===== src/rtl/key_tx_pkg.sv =====
// key_tx_pkg: shared constants for the key event transmitter.
//   - key bit indices in the `keys` vector (bit 7 = up ... bit 0 = atk)
//   - ASCII codes sent for presses, and the offset/code used for releases
//   - serializer state encoding
//   - helpers: top_bit() (highest set bit), press_code()/release_code()
package key_tx_pkg;

  localparam int KEY_UP    = 7;
  localparam int KEY_DOWN  = 6;
  localparam int KEY_LEFT  = 5;
  localparam int KEY_RIGHT = 4;
  localparam int KEY_J     = 3;
  localparam int KEY_K     = 2;
  localparam int KEY_L     = 1;
  localparam int KEY_ATK   = 0;

  localparam logic [7:0] ASCII_W     = 8'h77;
  localparam logic [7:0] ASCII_S     = 8'h73;
  localparam logic [7:0] ASCII_A     = 8'h61;
  localparam logic [7:0] ASCII_D     = 8'h64;
  localparam logic [7:0] ASCII_J     = 8'h6A;
  localparam logic [7:0] ASCII_K     = 8'h6B;
  localparam logic [7:0] ASCII_L     = 8'h6C;
  localparam logic [7:0] ASCII_SPACE = 8'h20;

  localparam logic [7:0] REL_OFFSET   = 8'h20;
  localparam logic [7:0] ATK_REL_CODE = 8'h5A;

  typedef enum logic [1:0] {S_IDLE, S_START, S_DATA, S_STOP} tx_state_e;

  // Index of the highest set bit; 0 when v is empty (caller gates on |v).
  function automatic logic [2:0] top_bit(input logic [7:0] v);
    top_bit = 3'd0;
    for (int i = 0; i < 8; i++)
      if (v[i]) top_bit = 3'(i);
  endfunction

  function automatic logic [7:0] press_code(input logic [2:0] i);
    case (i)
      3'(KEY_UP):    press_code = ASCII_W;
      3'(KEY_DOWN):  press_code = ASCII_S;
      3'(KEY_LEFT):  press_code = ASCII_A;
      3'(KEY_RIGHT): press_code = ASCII_D;
      3'(KEY_J):     press_code = ASCII_J;
      3'(KEY_K):     press_code = ASCII_K;
      3'(KEY_L):     press_code = ASCII_L;
      default:       press_code = ASCII_SPACE;
    endcase
  endfunction

  // Uppercase of the press letter; space has no uppercase so atk uses 'Z'.
  function automatic logic [7:0] release_code(input logic [2:0] i);
    release_code = (i == 3'(KEY_ATK)) ? ATK_REL_CODE : press_code(i) - REL_OFFSET;
  endfunction

endpackage


===== src/rtl/uart_tx_serializer.sv =====
// uart_tx_serializer: 8N1 LSB-first UART transmitter.
//   CLK, RESET (async, active low)
//   load      in  start a frame with `data`; only honoured in IDLE
//   data[7:0] in  byte to send
//   TX        out serial line, idles high (registered)
//   busy      out high whenever the FSM is not in IDLE (registered)
module uart_tx_serializer
  import key_tx_pkg::*;
#(
  parameter int CLKS_PER_BIT = 10417
) (
  input  logic       CLK,
  input  logic       RESET,
  input  logic       load,
  input  logic [7:0] data,
  output logic       TX,
  output logic       busy
);

  localparam int CW = (CLKS_PER_BIT > 2) ? $clog2(CLKS_PER_BIT) : 1;

  tx_state_e     state;
  logic [CW-1:0] cnt;
  logic [2:0]    idx;
  logic [7:0]    shreg;
  logic          wrap;

  assign wrap = (cnt == CW'(CLKS_PER_BIT - 1));

  // TX is driven one edge ahead of each bit so the line changes exactly
  // on the state transition edge.
  always_ff @(posedge CLK or negedge RESET) begin
    if (!RESET) begin
      state <= S_IDLE;
      cnt   <= '0;
      idx   <= '0;
      shreg <= '0;
      TX    <= 1'b1;
      busy  <= 1'b0;
    end else begin
      case (state)
        S_IDLE: if (load) begin
          state <= S_START;
          shreg <= data;
          cnt   <= '0;
          idx   <= '0;
          TX    <= 1'b0;
          busy  <= 1'b1;
        end
        S_START: if (wrap) begin
          cnt   <= '0;
          state <= S_DATA;
          TX    <= shreg[0];
        end else cnt <= cnt + 1'b1;
        S_DATA: if (wrap) begin
          cnt <= '0;
          idx <= idx + 3'd1;
          if (idx == 3'd7) begin
            state <= S_STOP;
            TX    <= 1'b1;
          end else TX <= shreg[idx + 3'd1];
        end else cnt <= cnt + 1'b1;
        S_STOP: if (wrap) begin
          cnt   <= '0;
          state <= S_IDLE;
          busy  <= 1'b0;
        end else cnt <= cnt + 1'b1;
        default: begin
          state <= S_IDLE;
          TX    <= 1'b1;
          busy  <= 1'b0;
        end
      endcase
    end
  end

endmodule


===== src/rtl/key_event_tx.sv =====
// key_event_tx: sends one ASCII byte per key press over an 8N1 UART line.
//   CLK, RESET (async, active low)
//   keys[7:0]    in  level key vector {up,down,left,right,j,k,l,atk}
//   TX           out serial output, idles high
//   busy         out serializer not idle
//   pending[7:0] out presses latched but not yet handed to the serializer
// Optional: define KEY_TX_RELEASE_EN to also send releases (uppercase,
// atk -> 'Z'); releases always yield to pending presses.
module key_event_tx
  import key_tx_pkg::*;
#(
  parameter int CLKS_PER_BIT = 10417
) (
  input  logic       CLK,
  input  logic       RESET,
  input  logic [7:0] keys,
  output logic       TX,
  output logic       busy,
  output logic [7:0] pending
);

  logic [7:0] keys_q;
  logic       armed;   // low for the first cycle after reset: keys_q primes only
  logic [7:0] press, clr;
  logic [2:0] sel;
  logic       load;
  logic [7:0] data;

  assign press = armed ? (keys & ~keys_q) : 8'h00;

`ifdef KEY_TX_RELEASE_EN
  logic [7:0] rel_pending, rel, rclr;
  logic [2:0] rsel;
  assign rel = armed ? (~keys & keys_q) : 8'h00;
`endif

  // Fixed-priority pick; busy low is exactly the serializer's IDLE state.
  always_comb begin
    load = 1'b0;
    data = 8'h00;
    clr  = 8'h00;
    sel  = top_bit(pending);
`ifdef KEY_TX_RELEASE_EN
    rclr = 8'h00;
    rsel = top_bit(rel_pending);
`endif
    if (!busy && |pending) begin
      load = 1'b1;
      clr  = 8'h01 << sel;
      data = press_code(sel);
    end
`ifdef KEY_TX_RELEASE_EN
    else if (!busy && |rel_pending) begin
      load = 1'b1;
      rclr = 8'h01 << rsel;
      data = release_code(rsel);
    end
`endif
  end

  // Clear before set: a fresh press on the load edge keeps the bit pending.
  always_ff @(posedge CLK or negedge RESET) begin
    if (!RESET) begin
      keys_q  <= 8'h00;
      armed   <= 1'b0;
      pending <= 8'h00;
`ifdef KEY_TX_RELEASE_EN
      rel_pending <= 8'h00;
`endif
    end else begin
      keys_q  <= keys;
      armed   <= 1'b1;
      pending <= (pending & ~clr) | press;
`ifdef KEY_TX_RELEASE_EN
      rel_pending <= (rel_pending & ~rclr) | rel;
`endif
    end
  end

  uart_tx_serializer #(.CLKS_PER_BIT(CLKS_PER_BIT)) u_ser (
    .CLK  (CLK),
    .RESET(RESET),
    .load (load),
    .data (data),
    .TX   (TX),
    .busy (busy)
  );

endmodule


===== config.mk =====
export PLATFORM = sky130hd
export DESIGN_NAME = key_event_tx
export DESIGN_NICKNAME = d
export VERILOG_FILES = /design/src/rtl/key_tx_pkg.sv /design/src/rtl/uart_tx_serializer.sv /design/src/rtl/key_event_tx.sv
export SDC_FILE = /design/constraint.sdc
export NUM_CORES = 1
export LEC_CHECK = 0
export CORE_UTILIZATION = 45
export DETAILED_ROUTE_END_ITERATION = 12
export HOLD_SLACK_MARGIN = 0.05
export PLACE_DENSITY_LB_ADDON = 0.25
export REMOVE_ABC_BUFFERS = 1
export SYNTH_ARGS = -nofsm -noshare
export SYNTH_HDL_FRONTEND = slang
export SYNTH_SLANG_ARGS = --single-unit

===== constraint.sdc =====
create_clock -name CLK -period 5.4 [get_ports CLK]
set_clock_uncertainty 0.05 [all_clocks]
set_input_delay 0.81 -clock CLK [delete_from_list [all_inputs] [get_ports CLK]]
set_output_delay 0.81 -clock CLK [all_outputs]
set_load 0.1 [all_outputs]

* Yosys cells after proc, flatten, opt, wreduce, memory -nomap -nowiden
Index checks and enable logic that the tools add are counted.
Storage, ports and cells: bits in latches 0, memories kept 0, bits in read-only memories 0, output and inout port bits 10, logic and storage cells 82, input port bits 10, register bits after elaboration 46, RAM bits 0
Cells by class: magnitude comparators 1, bitwise gates (word level) 5, reductions and logical operators 13, muxes and demuxes 34, shift operators 1, div/mod/pow operators 0, $add $sub $neg 2, multipliers 0, equal/unequal tests 17
Operators by type and width (count):
- case mux 7 bit (7 select lines) | 1
- two-way mux 14 bit | 2
- case mux 14 bit (2 select lines) | 1
- two-way mux 3 bit | 7
- AND 8 bit | 2
- two-way mux 8 bit | 2
- NOT 8 bit | 2
- equality test 3 bit (second input constant) | 5
- adder 14 x 1 -> 14 bit (second input constant) | 1
- equality test 14 bit (second input constant) | 1
- two-way mux 2 bit | 6
- two-way mux 1 bit | 9
- != test 2 x 1 -> 1 bit (second input constant) | 4
- OR 8 bit | 1
- case mux 2 bit (4 select lines) | 1
- OR reduction 8 bit | 1
- << shifter 1 x 3 -> 8 bit (first input constant) | 1
- two-way mux 7 bit | 1
- equality test 3 x 2 -> 1 bit (second input constant) | 2
- case mux 3 bit (2 select lines) | 1
- AND reduction 3 bit | 2
- AND reduction 5 bit | 1
- equality test 2 bit (second input constant) | 2
- less-than comparator 3 x 4 -> 1 bit (second input constant) | 1
- other kinds (15) | 16

* Longest topological paths before layout
Gate-level depths: netlist of run 1.
depth in word-level cells 12, depth in mapped cells 8, mapped depth without buffers 7

* Cells and area by module
Synthesis of run 1 repeated with hierarchy kept, for this count alone.
Unflattened totals: cell total of the unflattened synthesis 218, area total of the unflattened synthesis 2311.0 um^2
Modules (own cells, without submodules):
- uart_tx_serializer | times used 1, cells each 155, seq. area each 726.9 um^2, area each 1604.0 um^2
- key_event_tx | times used 1, cells each 63, seq. area each 425.4 um^2, area each 706.9 um^2

* Worst setup path after synthesis of run 1
OpenSTA, ideal clock, no wires.
path type reg2reg, start register pending[5], end register u_ser.state[1], stages on the path, launching flop included 6, setup slack 2.932 ns, buffers on the path 0, setup time 0.128 ns, data required time 5.222 ns, arrival time 2.291 ns, period minus slack after synthesis 2.468 ns, cell sequence dfrtp_1 or4_4 o31a_1 o22ai_2 a21oi_2 mux2_1
Between the ends: longest elaborated chain between the ends 5
RTL lines:
- from (decl) | line key_event_tx.sv:19 | output logic [7:0] pending
- from (signal assigned) | line key_event_tx.sv:73 | pending <= (pending & ~clr) | press;
- OR reduction 8 bit | line key_event_tx.sv:47 | if (!busy && |pending) begin
- logical AND 1 bit | line key_event_tx.sv:47
- two-way mux 1 bit | line key_event_tx.sv:47
- != test 2 bit (no line)
- AND reduction 5 bit (no line)
- to (signal assigned) | line uart_tx_serializer.sv:59 | state <= S_STOP;
- to (signal assigned) | line uart_tx_serializer.sv:65 | state <= S_IDLE;
- to (signal assigned) | line uart_tx_serializer.sv:69 | state <= S_IDLE;
- to (decl) | line uart_tx_serializer.sv:22 | tx_state_e state;
No other way between the ends. A chain may end at the register's enable or synchronous reset.

* Worst setup path in the final report of run 1
start register u_ser.TX, end output port TX
RTL lines:
- from (decl) | line uart_tx_serializer.sv:16 | output logic TX,
- from (signal assigned) | line uart_tx_serializer.sv:53 | TX <= shreg[0];
- from (signal assigned) | line uart_tx_serializer.sv:61 | end else TX <= shreg[idx + 3'd1];
- to (decl) | line key_event_tx.sv:17 | output logic TX,
No word-level cell between the ends.

==> out/results.txt, run 1 <==
Area growth, synth to finish: 14.2%
Core Area: 4790 µm²
# rows: 25
first-pass GRT wire length: 7660 µm
Vias: 1692
Setup WS post-layout: 2590 ps
port bufs: 19
worst setup path startpoint: u_ser.TX
final wirelength: 4260 µm
# DRC: 0
Worst R2R Start: u_ser.cnt[6]
FFs w/ async S/R, synth: 100%
PwrDens: 218 nW/µm²
Psw: 0.000121 W
Leak: 1.02 nW
Mapped Cells: 225
Final nets: 264
io pins: 20
grt ovf: 0
pre-CTS setup slack: 2920 ps
Clk pwr share: 37.1%
Initial Utilization: 47.7%
setup TNS: 0 ps
Max rail drop VDD: 0.000145 V
Seq/Total Area, Yosys: 49.4%
met1 usage: 28.1%
most frequent cell after synthesis: dfrtp_1
fin crit share: 52.0%
HPWL after detailed placement: 2930 µm
CTS Root Buffer Type: clkbuf_8
WHS: 382 ps
Die H: 73.2 µm
Slew Limit Fails: 0
chip width: 73.2 µm
Yosys reg bits: 45
RSZ-0062 raised after global routing: false
HP Start: keys_q[6]
antenna violations before repair: 0
ys flop type: dfrtp_1
Max Fclk: 356 MHz
vias in the first global route: 1608
Worst Path Buf+Inv: 1
Num CTS Buffers: 5
CP peak stage delay: 1120 ps
Crit Path Class: reg -> out
required time worst endpoint: 4540 ps
setup violators final: 0
Clock Tree Buf Depth: 2
routing usage on met2: 26.9%
run status: finished, final reports clean
Comb power frac: 2.8%
clk_lat worst skew: 300 ps
Worst Path Max Fanout: 2
cell taking the most area after synthesis: dfrtp_1
CP max-delay cell: clkdlybuf4s50_1
Seq pwr share: 60.1%
GP Congestion: 0.748
Hold Fails Final Rpt: 0
syn_area_per_cell: 10.1 µm²
Max Cap Viol: 0
Post-synth EDFFs: 0
gr busiest metal: met1
DR vias/cell: 5.44
hold buffers post-CTS: 0
fillcell total: 438
YS warnings: 0
CP Launch Type: flip-flop
post-synth top area share: 48.3%
fraction of layout cells with a size suffix above 1: 9.02%
synth top area cells: dfrtp_1, ha_1, nand2_1
Mapped Area: 2280 µm²
crit path time final: 2810 ps
# Post-CTS Setup Buffers: 0
max_slew headroom: 34.1%
Final ANT Viol Nets: 0
Sw Ratio: 21.2%
HP Class: reg -> reg
GR Util met3: 4.01%
crit path cell chain: clkdlybuf4s50_1
crit-path leading delay family: buffers and inverters
Yosys cell types: 48
GR Util All Layers: 18.9%
Slew @ Worst Pin: 988 ps
DIE AREA: 5360 µm²
Resize count post-CTS: 0
number of diodes: 0
clock slew at reported path FFs: 80 ps
Critical Path AT: 1950 ps
DR iter-0 viols: 137
TritonCTS Sinks: 45
CTS tree: done
WL/cell: 13.7 µm
Initial DRT Pass Iterations: 4
largest net degree at the start of global routing: 46
commonest cells in the netlist: dfrtp_1, nand2_1, o21ai_0
Crit. End Element: output pin
internal power: 0.000448 W
htree depth: 2
[layer usage]
layer	up-vias	routed length, µm
met1	807	2220
met2	33	1880
li1	848	-
met3	4	119
met5	-	0
met4	0	36
[sequential cells by signal, summed over array words and instances, names as in the netlist]
signal / count
pending: 8
u_ser.idx: 3
armed: 1
u_ser.TX: 1
u_ser.shreg: 7
u_ser.cnt: 14
u_ser.busy: 1
u_ser.state: 2
keys_q: 8
[cells in the final DEF (no fill, tap or decap), types with 3 or more instances in the layout]
cell type	Yosys	final
ha_1	10	10
a31oi_1	3	3
clkdlybuf4s50_1	0	18
a32o_1	5	5
o31ai_1	4	4
dfrtp_1	44	44
nor3_1	3	3
nand3b_1	5	5
nand4_1	3	3
nand2_1	33	33
or4_4	3	3
clkbuf_8	0	6
o21ai_1	15	15
inv_1	10	10
nor2_1	18	18
o21ai_0	20	20
mux2i_1	3	3
nand3_1	4	4
[worst paths after layout]
kind / endpoint / slack [ps] / depth (start not counted)
setup / recovery: TX / 2590 / 1
hold reg to reg: pending[6] / 380 / 1
min in group asynchronous: u_ser.cnt[11] / 620 / 1
hold / removal: pending[6] / 380 / 1
setup reg to reg: u_ser.state[1] / 3080 / 5
max in group asynchronous: pending[7] / 4070 / 1
[power by group through the flow]
stage,Combinational (W),Sequential [W],Clock (W)
2_1_floorplan,0.00000168,0.000349,0
6_report,0.0000159,0.000342,0.000211
4_1_cts,0.0000166,0.000342,0.000220
3_3_place_gp,0.0000165,0.000349,0
3_5_place_dp,0.0000166,0.000349,0
5_1_grt,0.0000184,0.000342,0.000236
[layout make-up]
type                    count  area [µm²]  area share (%)
well taps                  67        83.8            3.22
clock buffers               6        82.6            3.17
inverters                  10        37.5            1.44
repair buffers             19         185            7.11
flip-flops and latches     45        1130            43.3
multi-input cells         163        1080            41.5
clock inverters             1        7.51           0.288
[cells by family after synthesis]
| family | share of synthesized area [%] |
|---|---|
| xor+xnor | 0.384 |
| buf+inv | 3.24 |
| compound gates | 17.7 |
| mux | 3.46 |
| simple gates | 20.1 |
| fa+ha+maj | 5.49 |
| flops | 49.4 |
| other cells | 0.164 |
[stage by stage]
| stage | cell area, µm² | std cells | total power (W) | util, % |
|---|---|---|---|---|
| after floorplan | 2240 | 218 | 0.000350 | - |
| after global placement | 2510 | 304 | 0.000365 | 52.5 |
| after detailed placement | 2510 | 304 | 0.000365 | 52.5 |
| after CTS | 2600 | 311 | 0.000578 | 54.4 |
| after global routing | 2600 | 311 | 0.000596 | 54.4 |
| final | 2600 | 311 | 0.000569 | 54.4 |
Power figures use the tool's default switching activity.
==> run 2, diff against run 1 <==
Clock period 5.4 ns to 2.8 ns, I/O delays scaled along.
==> run 2 against run 1 <==
Net effect:
- cell count is 0.64% higher
- sequential share of layout area up 0.23 points
- setup slack lost 2100 ps
==> out/results.txt, run 2 (same netlist as run 1, synthesis figures left out) <==
run status: finished, final reports clean
Crit. End Element: flip-flop
final wirelength: 4340 µm
grt ovf: 0
most frequent cells in the layout: dfrtp_1, nand2_1, o21ai_0
antenna violations before repair: 0
Initial Utilization: 47.7%
Initial DRT Pass Iterations: 4
GR Util All Layers: 18.8%
# Post-CTS Setup Buffers: 0
PwrDens: 429 nW/µm²
setup violators final: 0
DR iter-0 viols: 79
clock slew at reported path FFs: 90 ps
Reg2Reg Depth: 5
htree depth: 2
commonest non-fill, non-tap cell in the layout: dfrtp_1
# rows: 25
clk_lat worst skew: 300 ps
largest net degree at the start of global routing: 46
max_slew headroom: 34.6%
Max Fclk: 442 MHz
HPWL after detailed placement: 2980 µm
Clk pwr share: 37.9%
Max rail drop VDD: 0.000251 V
reg-to-reg critical path endpoint: u_ser.idx[0]
number of diodes: 0
chip width: 73.2 µm
Resize count post-CTS: 0
# DRC: 0
Final ANT Viol Nets: 0
met1 usage: 25.4%
vias in the first global route: 1599
HP Class: in -> async
fin crit share: 80.7%
Design Area, Final: 2590 µm²
Clock Tree Buf Depth: 2
CTS Root Buffer Type: clkbuf_8
CP Launch Type: flip-flop
Worst Path Max Fanout: 18
Vias: 1703
Psw: 0.000260 W
Slew Limit Fails: 0
port bufs: 19
Placed Instance Area: 2500 µm²
RSZ-0062 raised after global routing: false
GP Congestion: 0.794
Critical Path AT: 2400 ps
Leak: 1.03 nW
setup TNS: 0 ps
Largest regs: u_ser.cnt (14), keys_q (8), pending (8)
CTS tree: done
Max Cap Viol: 0
WL/cell: 13.9 µm
TritonCTS Sinks: 45
Die H: 73.2 µm
Num CTS Buffers: 5
fraction of layout cells with a size suffix above 1: 13.8%
worst reg-to-reg setup slack: 540 ps
Crit Path Class: reg -> reg
crit path time final: 2260 ps
Worst R2R Start: pending[5]
Core Area: 4790 µm²
required time worst endpoint: 2940 ps
internal power: 0.000850 W
DR vias/cell: 5.44
Hold Fails Final Rpt: 0
Top reg by flops: u_ser.cnt
routing usage on met2: 28.9%
Final nets: 265
GR Util met3: 4.28%
Area growth, synth to finish: 13.5%
io pins: 20
hold buffers post-CTS: 0
Slew @ Worst Pin: 981 ps
Seq pwr share: 59.4%
first-pass GRT wire length: 7570 µm
gr busiest metal: met2
Comb power frac: 2.7%
Sw Ratio: 23.4%
DIE AREA: 5360 µm²
number of flip-flops in the largest register: 14
==> run 2: changes by cell type in the layout (fill, tap and decap cells not counted), sizes merged <==
cell and change:
buf +11, clkbuf -1, clkdlybuf4s50 -10, inv +2
==> run 2: power by group through the flow <==
stage                      logic (W)  registers (W)  clock network [W]
after CTS                  0.0000318       0.000659           0.000437
after global routing       0.0000345       0.000660           0.000461
after global placement     0.0000316       0.000672                  0
after detailed placement   0.0000318       0.000672                  0
after floorplan           0.00000324       0.000673                  0
final                      0.0000302       0.000659           0.000421
==> run 2: stage by stage <==
step | cells | total power [W] | hold slack, ps | utilization, % | worst slack [ps]
after global routing | 313 | 0.00116 | 298 | 54.1 | 412
after detailed placement | 305 | 0.000704 | 372 | 52.2 | 551
after global placement | 305 | 0.000704 | 364 | 52.2 | 562
after CTS | 313 | 0.00113 | 262 | 54.1 | 523
after floorplan | 218 | 0.000676 | 74.4 | - | 251
final | 313 | 0.00111 | 215 | 54.1 | 539
==> run 2: layout make-up <==
type	count	area, µm²
Clock buffer	5	68.8
Fill cell	452	2200
Sequential cell	45	1130
Tap cell	67	83.8
Clock inverter	3	25.0
Multi-Input combinational cell	163	1080
Timing Repair Buffer	20	168
Inverter	10	37.5
==> run 2: how the worst max path moves through the flow <==
stage	start	endpoint	slack (ps)	depth (start not counted)
floorplan	pending[5]	u_ser.idx[0]	250	5
global placement	pending[5]	u_ser.idx[0]	560	5
detailed placement	pending[5]	u_ser.idx[0]	550	5
CTS	pending[5]	u_ser.idx[0]	520	5
global route	pending[5]	u_ser.idx[0]	410	5
finish	pending[5]	u_ser.idx[0]	540	5
==> run 2: critical path, cell delays in order, from the launching register on <==
cell and delay, ps:
dfrtp_1 450, or4_4 570, o31a_1 320, nor2_4 370, nor4b_2 100, a311o_1 280
==> run 2: layer usage <==
metal / vias to the layer above / wire length [µm]
met5: - / 0
met4: 0 / 58
met3: 5 / 152
met2: 28 / 1970
met1: 821 / 2160
li1: 849 / -
==> run 3, diff against run 2 <==
Clock period 2.8 ns to 1.97 ns, I/O delays scaled along.
==> run 3 against run 2 <==
Net effect:
- the flow now finishes with violations (setup timing)
- sequential power is 42% higher
- count of clock-buffer cells in the layout stayed put
- cell count is 14% higher
- critical path type unchanged
==> out/results.txt, run 3 (same netlist as run 1, synthesis figures left out) <==
Sw Ratio: 19.9%
Core Area: 4790 µm²
Cells after DPL: 341
setup violators final: 17
CTS Root Buffer Type: clkbuf_8
max_slew headroom: 62.3%
final wirelength: 4860 µm
most frequent cells in the layout: dfrtp_1, buf_4, nand2_1
largest net degree at the start of global routing: 46
Critical Path AT: 2230 ps
fillcell total: 379
grt ovf: 0
# rows: 25
Initial Utilization: 47.7%
Die H: 73.2 µm
total power: 0.00183 W
Max Cap Viol: 0
Leak: 1.31 nW
run status: finished, violations left
Slew Limit Fails: 0
Layout Cells excl Fill: 356
TritonCTS Sinks: 45
Largest regs: u_ser.cnt (14), keys_q (8), pending (8)
PwrDens: 590 nW/µm²
WHS: 386 ps
Final nets: 308
vias in the first global route: 1803
CTS tree: done
Setup WS post-layout: -128 ps
violated checks: setup timing
Comb power frac: 2.6%
chip width: 73.2 µm
Hold Fails Final Rpt: 0
DIE AREA: 5360 µm²
Crit Path Class: reg -> reg
pre-CTS setup slack: -170 ps
GP Congestion: 0.814
clock slew at reported path FFs: 90 ps
Final ANT Viol Nets: 0
antenna violations before repair: 0
# DRC: 0
Num CTS Buffers: 5
CP Launch Type: flip-flop
Worst Path Max Fanout: 4
crit path time final: 2100 ps
Clk pwr share: 46.2%
number of diodes: 0
required time worst endpoint: 2110 ps
Top reg by flops: u_ser.cnt
first-pass GRT wire length: 8400 µm
internal power: 0.00146 W
Area growth, synth to finish: 35.8%
Initial DRT Pass Iterations: 4
DR iter-0 viols: 102
clk_lat worst skew: 300 ps
DR vias/cell: 5.24
Max rail drop VDD: 0.000387 V
GR Util All Layers: 20.6%
HPWL after detailed placement: 3370 µm
Vias: 1864
Max Fclk: 477 MHz
number of flip-flops in the largest register: 14
Slew @ Worst Pin: 552 ps
fin crit share: 107%
WL/cell: 13.7 µm
Final Util: 64.7%
port bufs: 19
RSZ-0062 raised after global routing: true
HP Class: reg -> reg
commonest non-fill, non-tap cell in the layout: dfrtp_1
Clock Tree Buf Depth: 2
Psw: 0.000364 W
htree depth: 2
Crit. End Element: flip-flop
io pins: 20
fraction of layout cells with a size suffix above 1: 31.5%
Seq pwr share: 51.2%
run 3: cell count changes in the layout (fill, tap and decap cells not counted), moves of 2 or more:
cell       delta
o21ai_1       +3
nor2_1        -5
nand2_2       +5
nor2_2        +3
o21ai_2       +4
buf_4        +32
buf_12        +4
o21ai_0       -7
nand2_1       -5
bufinv_16     +2
nor2_4        +2
buf_6         +6
run 3: worst max-delay path, cell delays in order, from the launching register on:
cell and delay, ps:
dfrtp_1 390, or4_4 580, nor4_4 340, o22ai_2 130
a21oi_2 170, mux2_4 320
run 3: path summary, 6_finish.rpt:
path                                   start        endpoint  slack, ps  cells past startpoint
worst max-delay path            u_ser.cnt[8]  u_ser.state[1]       -130                      5
worst min-delay path               keys_q[6]      pending[6]        390                      1
worst max register to register  u_ser.cnt[8]  u_ser.state[1]       -130                      5
worst min register to register     keys_q[6]      pending[6]        390                      1
max in group asynchronous              RESET      pending[1]        930                      3
min in group asynchronous              RESET    u_ser.cnt[5]        560                      3
run 3: cell type report:
| class | instances | area, µm² | area share, % |
|---|---|---|---|
| multi-input combinational | 163 | 1140 | 37.0 |
| sequential | 45 | 1130 | 36.4 |
| timing repair buffer | 63 | 566 | 18.3 |
| tap | 67 | 83.8 | 2.71 |
| clock buffer | 5 | 68.8 | 2.22 |
| clock inverter | 3 | 68.8 | 2.22 |
| inverter | 10 | 37.5 | 1.21 |
run 3: repair_timing:
action,in CTS,in global routing
hold endpoints to repair,44,0
gates resized for setup,13,21
setup buffers,1,3
cloned,1,1
endpoints found under the setup margin,10,22
pin swaps,8,15
hold buffers,1,0
run 3: power by group through the flow:
stage	registers (W)	logic, W	clock network [W]
floorplan	0.000956	0.00000461	0
global placement	0.000955	0.0000469	0
detailed placement	0.000955	0.0000478	0
CTS	0.000937	0.0000492	0.000862
global route	0.000938	0.0000547	0.000897
finish	0.000937	0.0000474	0.000844
run 3: per-layer routing:
metal / up-vias / wire (µm) / track usage [%]
li1: 933 / - / -
met1: 901 / 2430 / 29.1
met2: 24 / 2250 / 32.2
met3: 6 / 129 / 4.14
met4: 0 / 51 / 5.88
met5: - / 0 / 0
run 3: per-stage QoR:
stage	setup TNS [ps]	area, µm²
after floorplan	-10740	2240
after global placement	-227	2820
after detailed placement	-523	2820
after CTS	-564	3020
after global routing	-2500	3100
final	-799	3100
